`config.mk`:
```
export PLATFORM = sky130hd
export DESIGN_NAME = frame_scheduler
export DESIGN_NICKNAME = d
export VERILOG_FILES = /design/src/rtl/frame_scheduler.sv
export SDC_FILE = /design/constraint.sdc
export NUM_CORES = 1
export LEC_CHECK = 0
export CAP_MARGIN = 10
export CORE_MARGIN = 1
export CORE_UTILIZATION = 50
export CTS_CLUSTER_SIZE = 24
export DETAILED_ROUTE_END_ITERATION = 12
export GPL_TIMING_DRIVEN = 0
export HOLD_SLACK_MARGIN = 0.12
export PLACE_DENSITY = 0.88
export SETUP_SLACK_MARGIN = 0.05
export SYNTH_ARGS = -nofsm -noshare
export SYNTH_HDL_FRONTEND = slang
export SYNTH_SLANG_ARGS = --single-unit
```
`constraint.sdc`:
```
create_clock -name clk_rgb -period 4.54 [get_ports clk_rgb]
set_input_delay 1.135 -clock clk_rgb [delete_from_list [all_inputs] [get_ports clk_rgb]]
set_output_delay 1.135 -clock clk_rgb [all_outputs]
set_load 0.01 [all_outputs]
```
`src/rtl/frame_scheduler.sv`:
```
// Frame-synchronous game-logic sequencer: on each frame end it latches the buttons
// and starts NUM_TASKS tasks in order, each waiting for its own done level before the next.
module frame_scheduler #(
  parameter int NUM_TASKS         = 3,
  parameter int VER_ACTIVE_PIXELS = 480,
  parameter int Y_WIDTH           = $clog2(VER_ACTIVE_PIXELS)
) (
  input  logic                 clk_rgb,
  input  logic                 rst,
  input  logic                 ce,
  input  logic                 de,
  input  logic [Y_WIDTH-1:0]   y,
  input  logic [4:0]           buttons,
  input  logic [NUM_TASKS-1:0] task_done,
  input  logic                 clear_overrun,
  output logic [NUM_TASKS-1:0] task_start,
  output logic [4:0]           buttons_frame,
  output logic                 busy,
  output logic [15:0]          frame_count,
  output logic [7:0]           skip_count,
  output logic                 overrun
);

  localparam int IDX_W = (NUM_TASKS > 1) ? $clog2(NUM_TASKS) : 1;
  localparam logic [Y_WIDTH-1:0] LAST_LINE = Y_WIDTH'(VER_ACTIVE_PIXELS - 1);
  localparam logic [IDX_W-1:0]   LAST_IDX  = IDX_W'(NUM_TASKS - 1);

  typedef enum logic [1:0] {
    IDLE  = 2'd0,
    START = 2'd1,
    WAIT  = 2'd2
  } state_t;

  state_t               r_state;
  logic [IDX_W-1:0]     r_idx;
  logic                 r_de_d;
  logic [NUM_TASKS-1:0] r_task_start;
  logic [4:0]           r_buttons_frame;
  logic                 r_busy;
  logic [15:0]          r_frame_count;
  logic [7:0]           r_skip_count;
  logic                 r_overrun;

  logic w_fe;
  logic w_fs;
  logic w_done;

  function automatic logic [NUM_TASKS-1:0] onehot(input logic [IDX_W-1:0] i);
    onehot = NUM_TASKS'(1) << i;
  endfunction

  assign w_fe   = ce & r_de_d & ~de & (y == LAST_LINE);
  assign w_fs   = ce & ~r_de_d & de;
  assign w_done = task_done[r_idx];

  // Sequencer state, frame counters and sticky overrun; everything holds while ce is low.
  always_ff @(posedge clk_rgb or posedge rst) begin
    if (rst) begin
      r_state         <= IDLE;
      r_idx           <= '0;
      r_de_d          <= 1'b0;
      r_task_start    <= '0;
      r_buttons_frame <= 5'd0;
      r_busy          <= 1'b0;
      r_frame_count   <= 16'd0;
      r_skip_count    <= 8'd0;
      r_overrun       <= 1'b0;
    end else if (ce) begin
      r_de_d <= de;

      if (w_fe) begin
        r_frame_count <= r_frame_count + 16'd1;
        if (r_busy && (r_skip_count != 8'hFF)) begin
          r_skip_count <= r_skip_count + 8'd1;
        end
      end

      if (w_fs && r_busy) begin
        r_overrun <= 1'b1;
      end else if (clear_overrun) begin
        r_overrun <= 1'b0;
      end

      case (r_state)
        IDLE: begin
          if (w_fe) begin
            r_state         <= START;
            r_idx           <= '0;
            r_task_start    <= onehot(IDX_W'(0));
            r_buttons_frame <= buttons;
            r_busy          <= 1'b1;
          end
        end
        START: begin
          r_state      <= WAIT;
          r_task_start <= '0;
        end
        WAIT: begin
          if (w_done) begin
            if (r_idx == LAST_IDX) begin
              r_state <= IDLE;
              r_idx   <= '0;
              r_busy  <= 1'b0;
            end else begin
              r_state      <= START;
              r_idx        <= r_idx + IDX_W'(1);
              r_task_start <= onehot(r_idx + IDX_W'(1));
            end
          end
        end
        default: begin
          r_state      <= IDLE;
          r_idx        <= '0;
          r_task_start <= '0;
          r_busy       <= 1'b0;
        end
      endcase
    end
  end

  assign task_start    = r_task_start;
  assign buttons_frame = r_buttons_frame;
  assign busy          = r_busy;
  assign frame_count   = r_frame_count;
  assign skip_count    = r_skip_count;
  assign overrun       = r_overrun;

endmodule

```
==> reports/results.txt <==
fraction of final layout cells sized beyond drive strength 1 -> 13.45%
leading cell types by total area after synthesis -> dfrtp_1, xnor2_1, mux2_2
Routed met3 length -> 233 um
Remaining Overflow, GRT -> 0
pin count of the biggest net entering global routing -> 40
CTS H-Tree Depth -> 2
number of enable-type register cells in the synthesized netlist -> 0
number of flip-flops and latches in the synthesized netlist -> 39
ports placed on the boundary -> 56
worst slack at placement -> 1359 ps
HPWL after DPL -> 3.084 mm
first-pass GRT wire length -> 7.272 mm
total global-route track usage -> 23.78%
cell-by-cell trace of the critical path -> clkdlybuf4s50_1 -> nand4b_1 -> nor3_4 -> and3_1 -> clkbuf_2 -> mux2_2
Post-Syn Nets -> 185
CORE AREA -> 3468 um^2
global placer's final weighted congestion -> 0.8461
f_max -> 350.2 MHz
vias per cell -> 5.454
most common cell after layout, fill and taps aside -> clkdlybuf4s50_1
number of hold buffers added after CTS -> 0
status -> finished clean
commonest cells after routing, fill and taps aside -> clkdlybuf4s50_1, dfrtp_1, nand2_1
number of max-capacitance violations reported -> 0
maximum clock skew at final layout -> 8.486 ps
basic-gate share of the synthesized area counting and, or, nand and nor cells -> 24.53%
Cells after Synth -> 161
Initial Utilization -> 54.11%
final number of setup-violating endpoints -> 0
Die Height -> 63.27 um
Routed Wire Length -> 4.261 mm
Post-CTS Setup Repair Bufs -> 0
RSZ-0062 raised after global routing -> no
worst setup path category -> in -> reg
maximum net fanout on the critical path -> 8
count of input and output buffers -> 54
number of buffers created by CTS -> 5
count of antenna-violating nets left after detailed routing -> 0
relative slew slack -> 46.50%
total of warnings raised by yosys -> 0
number of cell rows -> 21
DRT met1 WL -> 1.774 mm
DR WL/cell -> 15.84 um
multiplexer share of the synthesized area -> 6.000%
flip-flop and latch area -> 975.9 um^2
slowest CP cell -> clkdlybuf4s50_1
instance area after placement -> 2475 um^2
summed area of non-filler cells in the final layout -> 2611 um^2
Mean Syn Cell Area -> 11.66 um^2
count of different cell masters after synthesis -> 40
time the worst path needs with I/O delays and setup -> 2855 ps
share of the synthesized area in compound gates (AO/OA/AOI/OAI) -> 5.267%
Skew-Pair Late Insertion Delay -> 300 ps
sum of internal, switching and leakage power -> 916.2 uW
DRC errors left -> 0
portion of the post-synthesis area used by sequential elements -> 52.00%
final worst slack -> 1685 ps
area enclosed by the die boundary -> 4002 um^2
Hold Vio Cnt, Final -> 0
Die X-Extent -> 63.27 um
Synth async-reset ratio -> 100.0%
net total in the final layout -> 246
highest cell delay on the worst timing path -> 480 ps
area taken by multi-input logic gates -> 872.1 um^2
CTS Root Buffer Type -> clkbuf_8
DR top layer -> met4
post-cts sizing count -> 0
number of antenna violations at the first check in global routing -> 0
Worst VDD drop -> 0.2333 mV
total met2 wirelength after detailed routing -> 2.167 mm
Largest delay share family, worst path -> simple AND/OR/NAND/NOR gates
Leakage Power -> 0.001157 uW
WP buf/inv -> 2
synthesized area -> 1877 um^2
total power per unit cell area -> 350.9 nW/um^2
number of fillers in the final layout -> 248
reg-to-reg slack, setup -> 2740 ps
arrival time at the worst endpoint -> 3040 ps
most instantiated flip-flop cell in the synthesis netlist -> dfrtp_1
XOR/XNOR Fraction of Synth Area -> 9.333%
Setup Total Neg Slack -> 0 ps
iteration-0 DRC count of the detailed router -> 123
iteration count of the initial detailed-routing pass -> 4
top cell type's share of synthesized area -> 52.00%
number of antenna diodes -> 0
number of buffers between clock root and the deepest sink -> 2
clock-pin slew on the worst setup and hold paths -> 80 ps
Layout area overhead -> 39.13%
required time worst endpoint -> 4720 ps
Slew Limit Fails -> 0
vias in the first global route -> 1546
number of clock sinks -> 39
CP endpoint kind -> flop
Critical Path Source Type -> input port
final cycle utilization of the critical path -> 62.90%
cell taking the most area after synthesis -> dfrtp_1
CTS tree -> built
final core utilization -> 75.29%
Worst Tran Pin Value -> 801.4 ps
largest family of logic cells by synthesized area -> simple AND/OR/NAND/NOR gates
number of vias in the routed layout -> 1467
worst hold path type -> reg -> reg
Synth Area in Adders -> 1.333%
kinds of logic after synthesis:
kind of cell / Yosys count
and+or+nand+nor: 71
DFF: 39
xor gates and xnor gates: 20
AOI/OAI and AO/OA: 13
muxes: 10
buffers and inverters: 6
adders and majority gates: 2
worst paths after layout:
kind                                        startpoint  cells past startpoint                            to
max                                               y[6]                      6  buttons_frame[0]$_DFFE_PP0P_
min                        frame_count[15]$_DFFE_PP0P_                      1   frame_count[15]$_DFFE_PP0P_
max reg2reg                         r_de_d$_DFFE_PP0P_                      5  buttons_frame[0]$_DFFE_PP0P_
min reg2reg                frame_count[15]$_DFFE_PP0P_                      1   frame_count[15]$_DFFE_PP0P_
max in group asynchronous                          rst                      2     skip_count[6]$_DFFE_PP0P_
min in group asynchronous                          rst                      2   frame_count[14]$_DFFE_PP0P_
metrics by stage:
step	hold WS (ps)	instances
2_1_floorplan	507.5	161
3_3_place_gp	460.0	261
3_5_place_dp	464.5	261
4_1_cts	482.0	269
5_1_grt	501.8	269
6_report	480.3	269
cell usage after synthesis, types with 4 or more instances:
| cell type | instances |
|---|---|
| dfrtp_1 | 39 |
| mux2_2 | 10 |
| nand3_1 | 8 |
| nand4_1 | 8 |
| xor2_1 | 5 |
| and4_1 | 4 |
| xnor2_1 | 15 |
| nor2_1 | 4 |
| nand2b_1 | 5 |
| nand2_1 | 18 |
per-layer routing:
layer | GRT usage (%) | up-vias
met5 | 0 | -
met4 | 10.80 | 0
met3 | 4.891 | 9
met2 | 40.99 | 54
met1 | 28.42 | 707
li1 | - | 697
registers in the layout (all words and copies together), names as in the netlist:
name	count
task_start	3
r_de_d	1
r_idx	2
busy	1
skip_count	8
r_state	2
buttons_frame	5
frame_count	16
overrun	1
area by class of cell:
cell class,count,share of cell area [%]
Inverter,2,0.2875
Sequential cell,39,37.37
Tap cell,46,2.204
Timing Repair Buffer,54,20.70
Buffer,4,0.8146
Clock inverter,3,2.587
Clock buffer,5,2.635
Multi-Input combinational cell,116,33.40
where the power goes:
group | switching [uW] | internal (uW) | leakage [uW]
Clock | 128 | 219 | 0.0000644
Combinational | 84.9 | 83.7 | 0.000554
Sequential | 26.4 | 374 | 0.000539
Power figures use the tool's default switching activity.
